`config.mk`:
```
export PLATFORM = sky130hd
export DESIGN_NAME = branch_redirect_ctrl
export DESIGN_NICKNAME = d
export VERILOG_FILES = /design/src/rtl/branch_redirect_ctrl.sv
export SDC_FILE = /design/constraint.sdc
export NUM_CORES = 1
export LEC_CHECK = 0
export CORE_MARGIN = 10
export CORE_UTILIZATION = 31
export CTS_BUF_LIST = sky130_fd_sc_hd__clkbuf_8
export DETAILED_ROUTE_END_ITERATION = 8
export PLACE_DENSITY = 0.95
export SETUP_SLACK_MARGIN = 0.05
export SLEW_MARGIN = 20
export SYNTH_ARGS = -nofsm -noshare
export SYNTH_HDL_FRONTEND = slang
export SYNTH_SLANG_ARGS = --single-unit
export TNS_END_PERCENT = 10
```
`constraint.sdc`:
```
create_clock -name clk_i -period 2 [get_ports clk_i]
set_input_delay 0.2 -clock clk_i [delete_from_list [all_inputs] [get_ports clk_i]]
set_output_delay 0.2 -clock clk_i [all_outputs]
set_load 0.01 [all_outputs]
```
`src/rtl/branch_redirect_ctrl.sv`:
```
// Pipeline redirect controller: turns execute/writeback PC redirects and load-use
// hazards into PC control signals, and tracks PC-writing loads until writeback.
package branch_redirect_pkg;
  localparam int unsigned WORD = 32;

  typedef enum logic {
    NO_BRANCH   = 1'b0,
    TAKE_BRANCH = 1'b1
  } take_branch_ctrl_sig;

  typedef enum logic {
    NO_BRANCH_FROM_WB = 1'b0,
    BRANCH_FROM_WB    = 1'b1
  } branch_from_wb;

  typedef enum logic {
    NO_STALL       = 1'b0,
    STALL_PIPELINE = 1'b1
  } stall_pipeline_sig;
endpackage

module branch_redirect_ctrl
  import branch_redirect_pkg::*;
#(
  parameter int unsigned WB_TIMEOUT = 8
) (
  input  logic                clk_i,
  input  logic                reset_i,
  input  logic                decode_valid_i,
  input  logic                pc_write_in_decode_i,
  input  logic                load_use_hazard_i,
  input  logic                ex_branch_taken_i,
  input  logic [WORD-1:0]     ex_branch_target_i,
  input  logic                wb_pc_write_i,
  input  logic [WORD-1:0]     wb_pc_value_i,
  output take_branch_ctrl_sig take_branch_o,
  output logic [WORD-1:0]     branch_pc_value_o,
  output branch_from_wb       branch_from_wb_o,
  output logic [WORD-1:0]     pop_pc_value_o,
  output stall_pipeline_sig   stall_pipeline_o,
  output logic                flush_fetch_decode_o,
  output logic                flush_decode_execute_o,
  output logic                bubble_decode_o,
  output logic                busy_o,
  output logic                error_o,
  output logic [15:0]         redirect_count_o
);

  localparam int unsigned CNT_W = 4;
  localparam int unsigned RC_W  = 16;

  typedef enum logic {
    IDLE    = 1'b0,
    WAIT_WB = 1'b1
  } state_t;

  state_t           state_q, state_d;
  logic [CNT_W-1:0] wait_cnt_q, wait_cnt_d;
  logic             err_set;
  logic             redirect;

  assign branch_pc_value_o = ex_branch_target_i;
  assign pop_pc_value_o    = wb_pc_value_i;

  // Next state and control outputs; redirect priority: execute, WB, wait stall, load-use.
  always_comb begin
    state_d                = state_q;
    wait_cnt_d             = wait_cnt_q;
    err_set                = 1'b0;
    take_branch_o          = NO_BRANCH;
    branch_from_wb_o       = NO_BRANCH_FROM_WB;
    stall_pipeline_o       = NO_STALL;
    flush_fetch_decode_o   = 1'b0;
    flush_decode_execute_o = 1'b0;
    bubble_decode_o        = 1'b0;
    busy_o                 = 1'b0;

    if (reset_i) begin
      state_d    = IDLE;
      wait_cnt_d = '0;
    end else begin
      busy_o = (state_q == WAIT_WB);
      if (ex_branch_taken_i) begin
        take_branch_o          = TAKE_BRANCH;
        flush_fetch_decode_o   = 1'b1;
        flush_decode_execute_o = 1'b1;
        state_d                = IDLE;
      end else if (wb_pc_write_i) begin
        branch_from_wb_o     = BRANCH_FROM_WB;
        flush_fetch_decode_o = 1'b1;
        state_d              = IDLE;
      end else if (state_q == WAIT_WB) begin
        if (wait_cnt_q == '0) begin
          err_set = 1'b1;
          state_d = IDLE;
        end else begin
          stall_pipeline_o = STALL_PIPELINE;
          bubble_decode_o  = 1'b1;
          wait_cnt_d       = wait_cnt_q - CNT_W'(1);
        end
      end else if (decode_valid_i && pc_write_in_decode_i) begin
        // PC-writing load proceeds to execute; fetch holds until its WB write.
        stall_pipeline_o = STALL_PIPELINE;
        state_d          = WAIT_WB;
        wait_cnt_d       = CNT_W'(WB_TIMEOUT - 1);
      end else if (load_use_hazard_i) begin
        stall_pipeline_o = STALL_PIPELINE;
        bubble_decode_o  = 1'b1;
      end
    end
  end

  assign redirect = (take_branch_o == TAKE_BRANCH) || (branch_from_wb_o == BRANCH_FROM_WB);

  // State, wait counter, sticky error and saturating redirect counter.
  always_ff @(posedge clk_i) begin
    if (reset_i) begin
      state_q          <= IDLE;
      wait_cnt_q       <= '0;
      error_o          <= 1'b0;
      redirect_count_o <= '0;
    end else begin
      state_q    <= state_d;
      wait_cnt_q <= wait_cnt_d;
      if (err_set) begin
        error_o <= 1'b1;
      end
      if (redirect && (redirect_count_o != {RC_W{1'b1}})) begin
        redirect_count_o <= redirect_count_o + RC_W'(1);
      end
    end
  end

endmodule

```
==> summary.txt <==
Run status
  – Status: finished clean

Timing
  – Final Slew Violations: 0
  – Final setup vio count: 0
  – Period utilization: 94.9%
  – Least-Margin Pin Slew: 0.403 ns
  – Period minus WS final: between 1.5 and 2 ns
  – Layout Skew: around 0.0018 ns
  – PnR worst setup slack: 0.102 ns
  – Peak Freq: around 530 MHz
  – Final Hold Viols: 0
  – Relative slew slack: between 70 and 80%
  – RSZ-0062 raised after global routing: no

Clocking
  – H-tree depth: 1
  – TritonCTS clock tree: yes
  – Post-CTS setup buffer count: 0
  – CTS buffer count: 3
  – CTS root buf: clkbuf_8
  – Post-CTS Hold Buffers: 0
  – Sink Count: 22
  – Worst skew pair latency: 0.25 ns
  – CTS Buffer Depth: 2

Die
  – Core area: 5110 sq um
  – # rows: 26
  – Boundary Pins: 159
  – Die height: 92.7 um
  – Initial Util: 32.1%
  – Die Wd: 92.7 um
  – Die area: 8600 sq um

Place
  – Port bufs: 30
  – DP Area: 1620 sq um
  – Routability cong.: slightly below 0.9
  – Pre-CTS WS: -0.0742 ns
  – DPL Wire Length: between 2000 and 3000 um

Synthesis
  – Synthesized area: 1640 sq um
  – Post-Syn Instances: about 200
  – Area share of and/or/nand/nor cells after synthesis: between 20% and 30%
  – Number of flops mapped to enable cells by yosys: 0
  – Synth cell types: 37
  – Ys flop type: dfxtp_1
  – Yosys warns: 0
  – Part of the Yosys area used for sequential elements: 26.8%
  – Post-synthesis xor/xnor area fraction: 0%
  – Register bit total from synthesis: 22
  – Mux contribution to synthesized area: ~1.4%
  – Avg Cell Area, Syn: a little over 8 sq um
  – Area leader, netlist: buf_4
  – Synth Area in Adders: around 1.5%
  – Top cells by area, synth: buf_4, dfxtp_1, a21oi_1
  – Compound-cell area share of the yosys netlist: 14.2%
  – Largest family of logic cells by synthesized area: buffers and inverters
  – Post-Syn Nets: roughly 270
  – Share of synthesized flip-flops with an asynchronous set or reset: 0%
  – Top-area cell type share of the netlist area: 29.7%

Routing
  – DR DRC count: 0
  – Final wirelength: 3580 um
  – Final ANT Viol Nets: 0
  – WL per Instance: approximately 15 um
  – Drt pass-1 iters: 4
  – Via-to-Cell Ratio: 5.11
  – Routed via count: 1261
  – DR iter-0 viols: just under 50

Setup path
  – Reg2Reg Depth: 5
  – CP startpoint kind: primary input
  – Worst Setup EP: flush_decode_execute_o
  – Crit Reg-Reg Startpoint: redirect_count_o[0]
  – Crit path DAT: 1.70 ns
  – Worst Setup SP: ex_branch_taken_i
  – Crit path kind: in2out
  – WP data required: about 1.8 ns
  – Worst flop-to-flop path endpoint: redirect_count_o[14]
  – Reg2Reg Setup Slack: 0.21 ns
  – CP Capture Type: primary output
  – Crit path max fanout: 4

Flow run
  – Total of max-cap violations: 0

Cells and area
  – Area Overhead vs Synth: 2.97%
  – Layout cells sized above 1: roughly 16%
  – Ant diodes: 0
  – Layout Nets: 251
  – Cell area after layout: 1690 sq um
  – Filler Cell Count: 525

Global route
  – Initial antenna violation count: 0
  – Busiest grt layer: met2
  – GR Util met2: between 10 and 15%
  – First-pass GRT wire length: 5910 um
  – Vias in the first global route: approximately 1300
  – Tot GR Track Use: 8.06%
  – Largest net degree at the start of global routing: 24
  – Met1 GRT Util: 8.50%
  – Met3 Use GR: 3.15%
  – Grt ovf: 0

Worst hold path
  – Hold path cells: 0
  – HP Class: in2out

Power and ir drop
  – Maximum vdd drop: 0.000220 V
  – PwrDens: 508 nW/um^2
  – Lkg Pwr: 0.584 nW
## cell families (layout without fill, tap and decap cells)
kind of cell	count (synthesis)	count (layout)
multiplexers	2	2
AO/OA/AOI/OAI	35	35
flip-flops	22	22
adder cells (fa/ha/maj)	2	2
AND/OR/NAND/NOR	62	62
buffers and inverters	76	54
## cells in the mapped netlist (2+ instances only)
| master | instances |
|---|---|
| o21ai_0 | 6 |
| nand2b_1 | 2 |
| nor3_1 | 4 |
| nor2b_1 | 4 |
| or3_1 | 5 |
| and4_1 | 2 |
| inv_1 | 6 |
| and3_1 | 3 |
| a311oi_1 | 3 |
| nor3b_1 | 3 |
| clkbuf_1 | 3 |
| nand3_1 | 6 |
| buf_4 | 65 |
| o311ai_0 | 5 |
| dfxtp_1 | 22 |
| mux2_2 | 2 |
| nor2_1 | 10 |
| a21oi_1 | 12 |
| ha_1 | 2 |
| nand4_1 | 4 |
| buf_2 | 2 |
| or4_1 | 3 |
| nand2_1 | 7 |
| o41ai_1 | 3 |
| o31ai_1 | 3 |
## metrics by stage
stage | hold slack [ns] | util (%) | TNS [ns] | std cells | total power [mW]
2_1_floorplan | 0.423 | - | 0 | 199 | 0.634
3_3_place_gp | 0.400 | 31.8 | 0 | 243 | 0.554
3_5_place_dp | 0.400 | 31.8 | -0.102 | 243 | 0.557
4_1_cts | 0.400 | 33.2 | 0 | 247 | 0.875
5_1_grt | 0.400 | 33.1 | 0 | 247 | 0.897
6_report | 0.400 | 33.1 | 0 | 247 | 0.858
## report_power, final
group	switching [mW]	total (mW)	leakage, nW	internal (mW)
Sequential	0.00577	0.450	0.178	0.444
Clock	0.134	0.309	0.0288	0.175
Combinational	0.0479	0.0996	0.378	0.0517
## cell type report
type | count | area (sq um) | area share (%)
inverter | 6 | 22.5 | 1.33
multi-input combinational | 101 | 686 | 40.6
clock buffer | 4 | 55.1 | 3.26
tap | 70 | 87.6 | 5.19
timing repair buffer | 44 | 398 | 23.6
sequential | 22 | 440 | 26.1
## metal layers
layer | wire (um) | vias to the layer above | share of wire [%]
li1 | - | 603 | -
met1 | 1420 | 595 | 40
met2 | 1730 | 46 | 48
met3 | 376 | 17 | 10
met4 | 64 | 0 | 1.8
met5 | 0 | - | 0
## worst min-delay path by stage
stage                      startpoint                    end  slack, ns
5_1_grt         ex_branch_target_i[2]   branch_pc_value_o[2]       0.40
3_5_place_dp   ex_branch_target_i[10]  branch_pc_value_o[10]       0.40
4_1_cts        ex_branch_target_i[10]  branch_pc_value_o[10]       0.40
2_1_floorplan           wb_pc_write_i          wait_cnt_q[0]       0.42
6_report       ex_branch_target_i[14]  branch_pc_value_o[14]       0.40
3_3_place_gp   ex_branch_target_i[10]  branch_pc_value_o[10]       0.40
## registers in the layout, indices dropped and copies added (netlist names)
register,flops
redirect_count_o,16
wait_cnt_q,4
error_o,1
state_q,1
## critical path, stage by stage
cell	delay [ns]
clkdlybuf4s50_1	0.61
buf_4	0.17
nor2b_1	0.16
clkdlybuf4s50_1	0.56
## what timing repair did
item                       CTS  global route
resized for setup            5             7
pin swaps                    0             3
hold endpoints to repair     0             0
setup endpoints to repair    3             6
## cells in the final DEF, fill, tap and decap left out, types with 2 or more instances in the layout
master	count
o21ai_0	6
nor3_1	3
a21oi_1	12
buf_4	14
clkbuf_8	4
nand4_1	4
dfxtp_1	22
a311oi_1	3
mux2_2	2
or4_1	3
nor2b_1	4
o31ai_1	3
ha_1	2
nand3_1	6
o311ai_0	4
and3_1	3
inv_1	6
nor3b_1	3
or3_1	5
nor2_1	10
clkdlybuf4s50_1	27
and4_1	2
clkbuf_2	2
nor4_4	2
o41ai_1	3
nand2b_1	2
nand2_1	7
(Power assumes the default switching activity.)
